[src/rtl/genius_pkg.sv]
// ---------------------------------------------------------------------------
// genius_pkg
// Shared definitions for the Genius round sequencer slice.
//   - Round FSM state encodings (IDLE=0 .. FAIL=6, 7 is illegal)
//   - Widths of the button vector, sequence numbers, lookup index, counters
//   - btnIndex(): encodes a one-hot button vector to the number it selects
// ---------------------------------------------------------------------------
package genius_pkg;

  localparam int NUM_BTN = 3;
  localparam int NUM_W   = 2;
  localparam int IDX_W   = 4;
  localparam int CNT_W   = 16;

  typedef enum logic [2:0] {
    ST_IDLE     = 3'd0,
    ST_SHOW_ON  = 3'd1,
    ST_SHOW_GAP = 3'd2,
    ST_WAIT_REL = 3'd3,
    ST_INPUT    = 3'd4,
    ST_DONE     = 3'd5,
    ST_FAIL     = 3'd6
  } state_t;

  // Encodes a button vector to the index of its highest set bit. Only
  // meaningful when the vector is one-hot; callers qualify it themselves.
  function automatic logic [NUM_W-1:0] btnIndex(input logic [NUM_BTN-1:0] btn);
    logic [NUM_W-1:0] idx;
    idx = '0;
    for (int i = 0; i < NUM_BTN; i++) begin
      if (btn[i]) idx = NUM_W'(i);
    end
    return idx;
  endfunction

endpackage

[src/rtl/genius_round_sequencer_if.sv]
// ---------------------------------------------------------------------------
// genius_round_sequencer_if
// Bundle between the top-level game FSM (master) and the round sequencer
// (slave).
//   master drives : start, level, btn, seq_num (registered lookup output)
//   slave drives  : seq_idx, display_en, input_en, press_valid, press_ok,
//                   round_done, fail, timed_out, state_dbg
// ---------------------------------------------------------------------------
interface genius_round_sequencer_if;
  import genius_pkg::*;

  logic               start;
  logic [IDX_W-1:0]   level;
  logic [NUM_BTN-1:0] btn;
  logic [NUM_W-1:0]   seq_num;

  logic [IDX_W-1:0]   seq_idx;
  logic               display_en;
  logic               input_en;
  logic               press_valid;
  logic               press_ok;
  logic               round_done;
  logic               fail;
  logic               timed_out;
  logic [2:0]         state_dbg;

  modport master (
    output start, level, btn, seq_num,
    input  seq_idx, display_en, input_en, press_valid, press_ok,
           round_done, fail, timed_out, state_dbg
  );

  modport slave (
    input  start, level, btn, seq_num,
    output seq_idx, display_en, input_en, press_valid, press_ok,
           round_done, fail, timed_out, state_dbg
  );

endinterface

[src/rtl/genius_btn_arbiter.sv]
// ---------------------------------------------------------------------------
// genius_btn_arbiter
// Combinational evaluation of the player buttons against the expected number.
//   i_btn     : synchronized buttons, btn[i] selects number i
//   i_seqNum  : number expected for the current item
//   o_press   : any button is down
//   o_correct : exactly one button is down and it selects i_seqNum
// ---------------------------------------------------------------------------
module genius_btn_arbiter
  import genius_pkg::*;
(
  input  logic [NUM_BTN-1:0] i_btn,
  input  logic [NUM_W-1:0]   i_seqNum,
  output logic               o_press,
  output logic               o_correct
);

  logic w_oneHot;

  // Clearing the lowest set bit leaves zero only for a single-button press,
  // so chords are rejected as wrong rather than resolved by priority.
  assign w_oneHot  = (i_btn != '0) && ((i_btn & (i_btn - 1'b1)) == '0);
  assign o_press   = (i_btn != '0);
  assign o_correct = w_oneHot && (btnIndex(i_btn) == i_seqNum);

endmodule

[src/rtl/genius_round_sequencer.sv]
// ---------------------------------------------------------------------------
// genius_round_sequencer
// Timing and control FSM for one Genius round: plays back items 0..level
// with programmable on/gap times, then collects one button press per item
// with a per-press timeout, and reports done/fail to the game FSM.
//   clock : system clock, rising edge
//   reset : asynchronous, active-high, clears all state
//   bus   : slave side of genius_round_sequencer_if (see that file)
// All outputs are registered.
// ---------------------------------------------------------------------------
module genius_round_sequencer
  import genius_pkg::*;
#(
  parameter int unsigned SHOW_TICKS    = 50,
  parameter int unsigned GAP_TICKS     = 10,
  parameter int unsigned TIMEOUT_TICKS = 500
) (
  input logic                      clock,
  input logic                      reset,
  genius_round_sequencer_if.slave  bus
);

  localparam logic [CNT_W-1:0] SHOW_LAST    = CNT_W'(SHOW_TICKS - 1);
  localparam logic [CNT_W-1:0] GAP_LAST     = CNT_W'(GAP_TICKS - 1);
  localparam logic [CNT_W-1:0] TIMEOUT_LAST = CNT_W'(TIMEOUT_TICKS - 1);

  state_t           r_state;
  logic             r_startQ;
  logic [IDX_W-1:0] r_levelQ;
  logic [IDX_W-1:0] r_seqIdx;
  logic [CNT_W-1:0] r_tick;
  logic [CNT_W-1:0] r_timeout;
  logic             r_displayEn;
  logic             r_inputEn;
  logic             r_pressValid;
  logic             r_pressOk;
  logic             r_roundDone;
  logic             r_fail;
  logic             r_timedOut;

  logic w_startEdge;
  logic w_press;
  logic w_correct;

  assign w_startEdge = bus.start & ~r_startQ;

  genius_btn_arbiter u_arbiter (
    .i_btn     (bus.btn),
    .i_seqNum  (bus.seq_num),
    .o_press   (w_press),
    .o_correct (w_correct)
  );

  // Round FSM. Strobes and the display/input enables default to 0 every
  // cycle and are set only on the transitions that lead into a cycle where
  // they must be high, so each output is already aligned with r_state.
  // display_en stays low on tick 0 of every show window because seq_num
  // for a freshly changed seq_idx is not valid until one cycle later.
  always_ff @(posedge clock or posedge reset) begin
    if (reset) begin
      r_state      <= ST_IDLE;
      r_startQ     <= 1'b0;
      r_levelQ     <= '0;
      r_seqIdx     <= '0;
      r_tick       <= '0;
      r_timeout    <= '0;
      r_displayEn  <= 1'b0;
      r_inputEn    <= 1'b0;
      r_pressValid <= 1'b0;
      r_pressOk    <= 1'b0;
      r_roundDone  <= 1'b0;
      r_fail       <= 1'b0;
      r_timedOut   <= 1'b0;
    end else begin
      r_startQ     <= bus.start;
      r_displayEn  <= 1'b0;
      r_inputEn    <= 1'b0;
      r_pressValid <= 1'b0;
      r_pressOk    <= 1'b0;
      r_roundDone  <= 1'b0;
      r_fail       <= 1'b0;

      case (r_state)
        ST_IDLE: begin
          if (w_startEdge) begin
            r_levelQ   <= bus.level;
            r_seqIdx   <= '0;
            r_tick     <= '0;
            r_timedOut <= 1'b0;
            r_state    <= ST_SHOW_ON;
          end
        end

        ST_SHOW_ON: begin
          if (r_tick == SHOW_LAST) begin
            r_tick  <= '0;
            r_state <= ST_SHOW_GAP;
          end else begin
            r_tick      <= r_tick + 1'b1;
            r_displayEn <= 1'b1;
          end
        end

        ST_SHOW_GAP: begin
          if (r_tick == GAP_LAST) begin
            r_tick <= '0;
            if (r_seqIdx == r_levelQ) begin
              r_seqIdx <= '0;
              r_state  <= ST_WAIT_REL;
            end else begin
              r_seqIdx <= r_seqIdx + 1'b1;
              r_state  <= ST_SHOW_ON;
            end
          end else begin
            r_tick <= r_tick + 1'b1;
          end
        end

        // Also the cycle in which seq_num catches up with a new seq_idx.
        ST_WAIT_REL: begin
          if (bus.btn == '0) begin
            r_timeout <= '0;
            r_inputEn <= 1'b1;
            r_state   <= ST_INPUT;
          end
        end

        // A press is checked before the timeout so a press landing on the
        // final allowed cycle still counts.
        ST_INPUT: begin
          if (w_press) begin
            r_pressValid <= 1'b1;
            r_pressOk    <= w_correct;
            if (w_correct && (r_seqIdx == r_levelQ)) begin
              r_roundDone <= 1'b1;
              r_state     <= ST_DONE;
            end else if (w_correct) begin
              r_seqIdx <= r_seqIdx + 1'b1;
              r_state  <= ST_WAIT_REL;
            end else begin
              r_fail  <= 1'b1;
              r_state <= ST_FAIL;
            end
          end else if (r_timeout == TIMEOUT_LAST) begin
            r_timedOut <= 1'b1;
            r_fail     <= 1'b1;
            r_state    <= ST_FAIL;
          end else begin
            r_timeout <= r_timeout + 1'b1;
            r_inputEn <= 1'b1;
          end
        end

        ST_DONE: r_state <= ST_IDLE;
        ST_FAIL: r_state <= ST_IDLE;
        default: r_state <= ST_IDLE;
      endcase
    end
  end

  assign bus.seq_idx     = r_seqIdx;
  assign bus.display_en  = r_displayEn;
  assign bus.input_en    = r_inputEn;
  assign bus.press_valid = r_pressValid;
  assign bus.press_ok    = r_pressOk;
  assign bus.round_done  = r_roundDone;
  assign bus.fail        = r_fail;
  assign bus.timed_out   = r_timedOut;
  assign bus.state_dbg   = r_state;

endmodule

[src/flat_wrapper.sv]
// flat-port wrapper written by rule: the top's interface ports become plain ports
module genius_round_sequencer_flat import genius_pkg::*;
#(
  parameter int unsigned SHOW_TICKS    = 50,
  parameter int unsigned GAP_TICKS     = 10,
  parameter int unsigned TIMEOUT_TICKS = 500
)
  (clock, reset, bus_start, bus_level, bus_btn, bus_seq_num, bus_seq_idx, bus_display_en, bus_input_en, bus_press_valid, bus_press_ok, bus_round_done, bus_fail, bus_timed_out, bus_state_dbg);
  genius_round_sequencer_if bus_i ();
  input logic clock;
  input logic reset;
  input wire logic [$bits(bus_i.start)-1:0] bus_start;
  input wire logic [$bits(bus_i.level)-1:0] bus_level;
  input wire logic [$bits(bus_i.btn)-1:0] bus_btn;
  input wire logic [$bits(bus_i.seq_num)-1:0] bus_seq_num;
  output wire logic [$bits(bus_i.seq_idx)-1:0] bus_seq_idx;
  output wire logic [$bits(bus_i.display_en)-1:0] bus_display_en;
  output wire logic [$bits(bus_i.input_en)-1:0] bus_input_en;
  output wire logic [$bits(bus_i.press_valid)-1:0] bus_press_valid;
  output wire logic [$bits(bus_i.press_ok)-1:0] bus_press_ok;
  output wire logic [$bits(bus_i.round_done)-1:0] bus_round_done;
  output wire logic [$bits(bus_i.fail)-1:0] bus_fail;
  output wire logic [$bits(bus_i.timed_out)-1:0] bus_timed_out;
  output wire logic [$bits(bus_i.state_dbg)-1:0] bus_state_dbg;
  assign bus_i.start = bus_start;
  assign bus_i.level = bus_level;
  assign bus_i.btn = bus_btn;
  assign bus_i.seq_num = bus_seq_num;
  assign bus_seq_idx = bus_i.seq_idx;
  assign bus_display_en = bus_i.display_en;
  assign bus_input_en = bus_i.input_en;
  assign bus_press_valid = bus_i.press_valid;
  assign bus_press_ok = bus_i.press_ok;
  assign bus_round_done = bus_i.round_done;
  assign bus_fail = bus_i.fail;
  assign bus_timed_out = bus_i.timed_out;
  assign bus_state_dbg = bus_i.state_dbg;
  genius_round_sequencer #(.SHOW_TICKS(SHOW_TICKS), .GAP_TICKS(GAP_TICKS), .TIMEOUT_TICKS(TIMEOUT_TICKS)) u_core (.clock(clock), .reset(reset), .bus(bus_i));
endmodule
[config.mk]
export PLATFORM = sky130hd
export DESIGN_NAME = genius_round_sequencer_flat
export DESIGN_NICKNAME = d
export VERILOG_FILES = /design/src/rtl/genius_pkg.sv /design/src/rtl/genius_round_sequencer_if.sv /design/src/rtl/genius_btn_arbiter.sv /design/src/rtl/genius_round_sequencer.sv /design/src/flat_wrapper.sv
export SDC_FILE = /design/constraint.sdc
export NUM_CORES = 1
export LEC_CHECK = 0
export CAP_MARGIN = 20
export CELL_PAD_IN_SITES_DETAIL_PLACEMENT = 0
export CELL_PAD_IN_SITES_GLOBAL_PLACEMENT = 2
export CORE_ASPECT_RATIO = 1.5
export CORE_MARGIN = 4
export CORE_UTILIZATION = 39
export DETAILED_ROUTE_END_ITERATION = 16
export PLACE_DENSITY_LB_ADDON = 0.1
export SKIP_LAST_GASP = 1
export SLEW_MARGIN = 15
export SYNTH_ARGS = -nofsm -noshare
export SYNTH_HDL_FRONTEND = slang
export SYNTH_HIERARCHICAL = 1
export SYNTH_SLANG_ARGS = --single-unit
[constraint.sdc]
create_clock -name clock -period 6.79 [get_ports clock]
set_input_delay 1.358 -clock clock [delete_from_list [all_inputs] [get_ports clock]]
set_output_delay 1.358 -clock clock [all_outputs]
set_load 0.005 [all_outputs]
Word-level counts from Yosys, hierarchy flattened:

Index checks and enable logic that the tools add are counted.

* bits in registers: 51
* input port bits: 12
* output and inout bits: 14
* logic and storage cells: 106

* add/sub/neg operators: 4
* eq/ne operators: 20
* muxes and demuxes: 49
* bitwise gates (word level): 3
* reductions and logical operators: 17

Operators with widths (number)
* 16-bit two-way mux: 6
* 16-bit case mux with 3 select lines: 1
* 16-bit by 1-bit adder with 16-bit output, second input constant: 2
* 16-bit case mux with 2 select lines: 1
* 3-bit two-way mux: 8
* 4-bit two-way mux: 6
* 1-bit two-way mux: 21
* 16-bit by 4-bit equality test with 1-bit output, second input constant: 1
* 16-bit by 6-bit equality test with 1-bit output, second input constant: 1
* 16-bit by 9-bit equality test with 1-bit output, second input constant: 1
* 3-bit case mux with 5 select lines: 1
* 2-bit by 1-bit inequality test with 1-bit output, second input constant: 6
* 4-bit case mux with 3 select lines: 1
* 3-bit zero test: 3
* 3-bit nonzero test: 3
* 2-bit inequality test, second input constant: 4
* 4-bit AND reduction: 2
* 3-bit by 2-bit equality test with 1-bit output, second input constant: 2
* 6-bit AND reduction: 1
* 5-bit AND reduction: 1
* 4-bit by 1-bit adder with 4-bit output, second input constant: 1
* 4-bit equality test: 1
* 2-bit two-way mux: 2
* 1-bit case mux with 2 select lines: 2
* 11 further kinds: 15

Logic depth before layout (Yosys ltp):

* depth after elaboration: 9
* gate-level depth with buffers: 9
* depth with buffers taken out: 7

Cells and area by module:

Netlist, hierarchy kept.

Modules (own cells, without submodules)
* genius_round_sequencer: instances 1, cells each 281, area each 2745.1 sq um
* genius_btn_arbiter: instances 1, cells each 6, area each 46.3 sq um

Worst setup path before layout:

Ideal clock, no wire load.

* kind: input -> register
* from: input bus_btn[1]
* to: register u_core.r_seqIdx[0], in the netlist u_core/bus.seq_idx[0]
* setup time: 0.125 ns
* arrival time: 3.053 ns
* path slack: 3.613 ns
* stages: 6
* buffers on the path: 0
* cells stage by stage: or4_1 a21oi_1 nand2_1 o21ai_0 and3_1 mux2_2

* cells in the longest elaborated chain, start to end: 8
* elaborated cells between the ends (all ways): 14
* classes of those cells: 1 x add/sub; 4 x eq/ne; 2 x mux; 1 x bitwise; 6 x reduce/logical

RTL lines
* from (decl): RTL line flat_wrapper.sv:14 `input wire logic [$bits(bus_i.btn)-1:0] bus_btn;`
* 3-bit by 1-bit subtractor with 3-bit output: RTL line genius_btn_arbiter.sv:22 `assign w_oneHot = (i_btn != '0) && ((i_btn & (i_btn - 1'b1)) == '0);`
* 3-bit bitwise AND: RTL line genius_btn_arbiter.sv:22
* 3-bit zero test: RTL line genius_btn_arbiter.sv:22
* 1-bit logical AND: RTL line genius_btn_arbiter.sv:22
* 1-bit logical AND (*): RTL line genius_btn_arbiter.sv:24 `assign o_correct = w_oneHot && (btnIndex(i_btn) == i_seqNum);`
* named net u_core.w_correct: RTL line genius_round_sequencer.sv:43 `logic w_correct;`
* 1-bit logical AND: RTL line genius_round_sequencer.sv:134 `if (w_correct && (r_seqIdx == r_levelQ)) begin`
* 2-bit inequality test (no line)
* 6-bit AND reduction (no line) (*)
* to (signal assigned): RTL line genius_round_sequencer.sv:111 `r_seqIdx <= r_seqIdx + 1'b1;`
* to (signal assigned): RTL line genius_round_sequencer.sv:138 `r_seqIdx <= r_seqIdx + 1'b1;`
* to (decl): RTL line genius_round_sequencer.sv:30 `logic [IDX_W-1:0] r_seqIdx;`

The timed path passes the listed nets; every way through them passes the cells marked *.
A chain may end at the register's enable or synchronous reset.

Final worst setup path:

Ends and elaborated chain as after synthesis.

==> implementation parameters <==
Parameter                              Value

Synth
  Library cell with the highest instance count after synthesis ... sky130_fd_sc_hd__dfrtp_1
  Yosys Warn Count ... 6
  Number of synthesized register bits ... 51
  Portion of synthesized cell area occupied by the leading cell type ... 45.7%
  Primary flip-flop cell chosen by synthesis mapping ... sky130_fd_sc_hd__dfrtp_1
  Avg Synthesized Cell Area ... 9.73 µm²
  Share of synthesized area occupied by flip-flops and latches ... 45.7%
  Combined area of all synthesized cells ... 2790 µm²
  Cell type contributing the most total cell area after synthesis ... sky130_fd_sc_hd__dfrtp_1
  Post-synthesis cell count ... 287
  Number of distinct standard cells referenced by the synthesized netlist ... 53
  Post-synth EDFFs ... 0
  FFs w/ async S/R, synth ... 100%
  Syn nets ... 303
  Top post-synthesis cells by count ... sky130_fd_sc_hd__dfrtp_1 (51), sky130_fd_sc_hd__nor2_1 (23), sky130_fd_sc_hd__nand2_1 (22)
  Cell types occupying the most area after synthesis ... sky130_fd_sc_hd__dfrtp_1 (46%), sky130_fd_sc_hd__or4_1 (3.5%), sky130_fd_sc_hd__nor2_1 (3.1%)

Placement
  I/O Buffers ... 25
  Post-DP HPWL ... 4550 µm
  GPL Wtd Cong ... 0.763

Power and ir drop
  Power per unit of standard cell area ... 279 nW/µm²
  Part of the total power dissipated in the clock network ... 18.3%
  Maximum vdd ir drop ... 0.000188 V
  Static leakage ... 1.31 nW
  Net switching fraction of the power ... 37.2%
  Internal power of the cells ... 553 µW
  Part of the power in combinational logic ... 36.8%
  Part of the power in registers ... 44.9%
  Power spent charging and discharging nets ... 327 µW

Finish
  Final #Nets ... 327
  Fill cell total of the finished layout ... 682
  Growth of design area from synthesis to finish ... 13.1%
  Fraction of layout instances using a drive strength above 1 ... 7.10%
  Count of inserted antenna diode cells ... 0
  Util after Layout ... 45.8%

Clock tree
  Number of sinks on the clock net ... 51
  Clock root buffer ... sky130_fd_sc_hd__clkbuf_8
  CTS Hold Bufs ... 0
  Post-CTS resize count ... 0
  Number of setup buffers added after CTS ... 0
  Clock Tree Buf Depth ... 2
  Number of H-tree branching levels ... 2
  Post-CTS clock slew at the launch and capture registers of the worst setup and hold paths ... 0.09 ns
  Num CTS Buffers ... 5
  Clock Latency Late Sink ... 0.29 ns
  CTS tree ... built

Critical path
  Required arrival time at the worst endpoint ... 6.98 ns
  Type of the worst setup path ... input pin to flop
  Endpoint arrival time on the critical path ... 3.77 ns
  Peak fanout along the critical path ... 5
  Critical Path End Type ... flop
  Reg-to-reg slack, setup ... 4.03 ns
  Sort of element at the start of the critical path ... input pin

STA
  Max transition margin ... 41.9%
  Transition at the pin with the smallest max-transition slack ... 0.872 ns
  Worst clock skew ... 0.00591 ns
  Shortest clock period the worst path allows after layout ... 3.58 ns
  Finish-stage setup viols ... 0
  Final hold violations ... 0
  Achievable frequency ... 0.279 GHz
  Setup repair after global routing missed its margin ... false
  Sum Neg Setup Slack ... 0 ns
  Share of the clock period used by the worst path ... 52.7%
  Count of pins over their slew limit ... 0

Global routing
  Vias in the first global route ... 2221
  Largest net degree at the start of global routing ... 52
  GR Overflow Total ... 0
  Overall global routing resource usage ... 15.7%
  Global-route wire length before repair ... 11100 µm
  Number of antenna violations at the first check in global routing ... 0

Run status
  Status ... complete, no violations

Drt
  Post-detailed-route via-to-cell ratio ... 5.80
  Count of TritonRoute iterations in the first routing pass ... 4
  Via Count ... 2250
  Average wire per standard cell ... 16.2 µm
  Detailed Route WL ... 6290 µm
  Final ANT Viol Nets ... 0
  Remaining routing DRC violations ... 0
  1st-iter DRT viols ... 107

Flow run
  Max-cap viol count ... 0

Floorplanning
  Die Area ... 8600 µm²
  Number of I/O pins ... 26
  Die Y ... 112 µm
  Initial standard-cell utilization of the core ... 40.5%
  Row cnt ... 37
  Chip width ... 77.1 µm
  Area of the placeable core ... 6900 µm²

Worst hold path
  Hold crit path type ... flop to flop
## final timing paths
check / cells after the start / start / end
max: 7 / bus_btn[1] / u_core/bus.seq_idx[0]
min: 2 / u_core/bus.timed_out / u_core/bus.timed_out
max reg2reg: 5 / u_core/r_timeout[10] / u_core/r_timeout[14]
min reg2reg: 2 / u_core/bus.timed_out / u_core/bus.timed_out
max in group asynchronous: 3 / reset / u_core/bus.press_valid
min in group asynchronous: 3 / reset / u_core/r_timeout[6]
## routing by layer
| layer | GRT usage, % | part of all wire [%] | wire length (µm) |
|---|---|---|---|
| met1 | 19.7 | 43 | 2730 |
| met2 | 27.9 | 54 | 3380 |
| met4 | 4.28 | 0.94 | 59 |
| met5 | 0 | 0 | 0 |
| met3 | 2.43 | 1.9 | 120 |
## registers in the layout, indices dropped and copies added, names as in the netlist
signal,cells
u_core/bus.timed_out,1
u_core/bus.press_ok,1
u_core/bus.round_done,1
u_core/bus.fail,1
u_core/r_startQ,1
u_core/r_levelQ,4
u_core/r_timeout,16
u_core/bus.display_en,1
u_core/bus.state_dbg,3
u_core/bus.press_valid,1
u_core/bus.seq_idx,4
u_core/r_tick,16
u_core/bus.input_en,1
## power by group through the flow
stage / sequential [mW] / combinational, mW / clock [mW]
6_report: 0.395 / 0.324 / 0.161
5_1_grt: 0.405 / 0.366 / 0.183
4_1_cts: 0.396 / 0.333 / 0.170
3_5_place_dp: 0.402 / 0.331 / 0
3_3_place_gp: 0.401 / 0.329 / 0
2_1_floorplan: 0.379 / 0.249 / 0
## cells by family (layout without fill, tap and decap cells)
family                   count (synthesis)  in the layout  synth area share, %
multiplexers                             9              9                 3.54
AND/OR/NAND/NOR                        132            132                 26.4
flip-flops                              51             51                 45.7
adder cells (fa/ha/maj)                  4              4                 1.79
buffers and inverters                   19             42                 3.72
AO/OA/AOI/OAI                           54             54                 13.2
XOR/XNOR                                18             18                 5.65
## critical path, stage by stage
cell	delay, ns
sky130_fd_sc_hd__clkdlybuf4s50_1	0.45
sky130_fd_sc_hd__or4_1	0.53
sky130_fd_sc_hd__a21oi_1	0.31
sky130_fd_sc_hd__nand2_1	0.08
sky130_fd_sc_hd__o21ai_0	0.35
sky130_fd_sc_hd__and3_1	0.33
sky130_fd_sc_hd__mux2_2	0.35
## metrics by stage
step                      hold WS (ns)  cells  cell area, µm²  total power [mW]  worst slack (ns)
after floorplan                  0.486    287            2790             0.628              3.61
after global placement           0.478    382            3080             0.731              2.91
after detailed placement         0.503    382            3080             0.733              2.87
after CTS                        0.524    388            3160             0.900              3.18
after global routing             0.549    388            3160             0.954              3.00
final                            0.503    388            3160             0.880              3.21
## cell usage in the layout, fill, tap and decap left out, types with 2 or more instances in the layout
| cell | n |
|---|---|
| sky130_fd_sc_hd__and3_1 | 7 |
| sky130_fd_sc_hd__o21a_1 | 2 |
| sky130_fd_sc_hd__a21o_1 | 3 |
| sky130_fd_sc_hd__nor4b_1 | 2 |
| sky130_fd_sc_hd__a21oi_1 | 12 |
| sky130_fd_sc_hd__nand4_1 | 10 |
| sky130_fd_sc_hd__clkbuf_8 | 5 |
| sky130_fd_sc_hd__o31ai_1 | 8 |
| sky130_fd_sc_hd__nand3_1 | 10 |
| sky130_fd_sc_hd__o21ai_1 | 4 |
| sky130_fd_sc_hd__mux2_2 | 6 |
| sky130_fd_sc_hd__and4_1 | 2 |
| sky130_fd_sc_hd__xor2_1 | 9 |
| sky130_fd_sc_hd__clkdlybuf4s50_1 | 25 |
| sky130_fd_sc_hd__and2_1 | 7 |
| sky130_fd_sc_hd__nor3b_1 | 2 |
| sky130_fd_sc_hd__nor3_1 | 9 |
| sky130_fd_sc_hd__ha_1 | 4 |
| sky130_fd_sc_hd__dfrtp_1 | 51 |
| sky130_fd_sc_hd__or3_1 | 5 |
| sky130_fd_sc_hd__inv_1 | 8 |
| sky130_fd_sc_hd__nor2b_1 | 3 |
| sky130_fd_sc_hd__buf_4 | 2 |
| sky130_fd_sc_hd__o22ai_1 | 2 |
| sky130_fd_sc_hd__o21ai_0 | 8 |
| sky130_fd_sc_hd__a21oi_2 | 3 |
| sky130_fd_sc_hd__nor2_1 | 23 |
| sky130_fd_sc_hd__o2111ai_1 | 3 |
| sky130_fd_sc_hd__xnor2_1 | 9 |
| sky130_fd_sc_hd__nand2_1 | 22 |
| sky130_fd_sc_hd__nor4_1 | 8 |
| sky130_fd_sc_hd__mux2i_1 | 2 |
| sky130_fd_sc_hd__or4_1 | 13 |
| sky130_fd_sc_hd__nand2b_1 | 2 |
## area by class of cell
type	instances	area, µm²	share of cell area [%]
Timing Repair Buffer	27	265	8.40
Tap cell	78	97.6	3.09
Sequential cell	51	1280	40.4
Clock buffer	6	72.6	2.30
Inverter	9	33.8	1.07
Multi-Input combinational cell	217	1410	44.7
No activity file was read; power rests on OpenSTA's default activity.
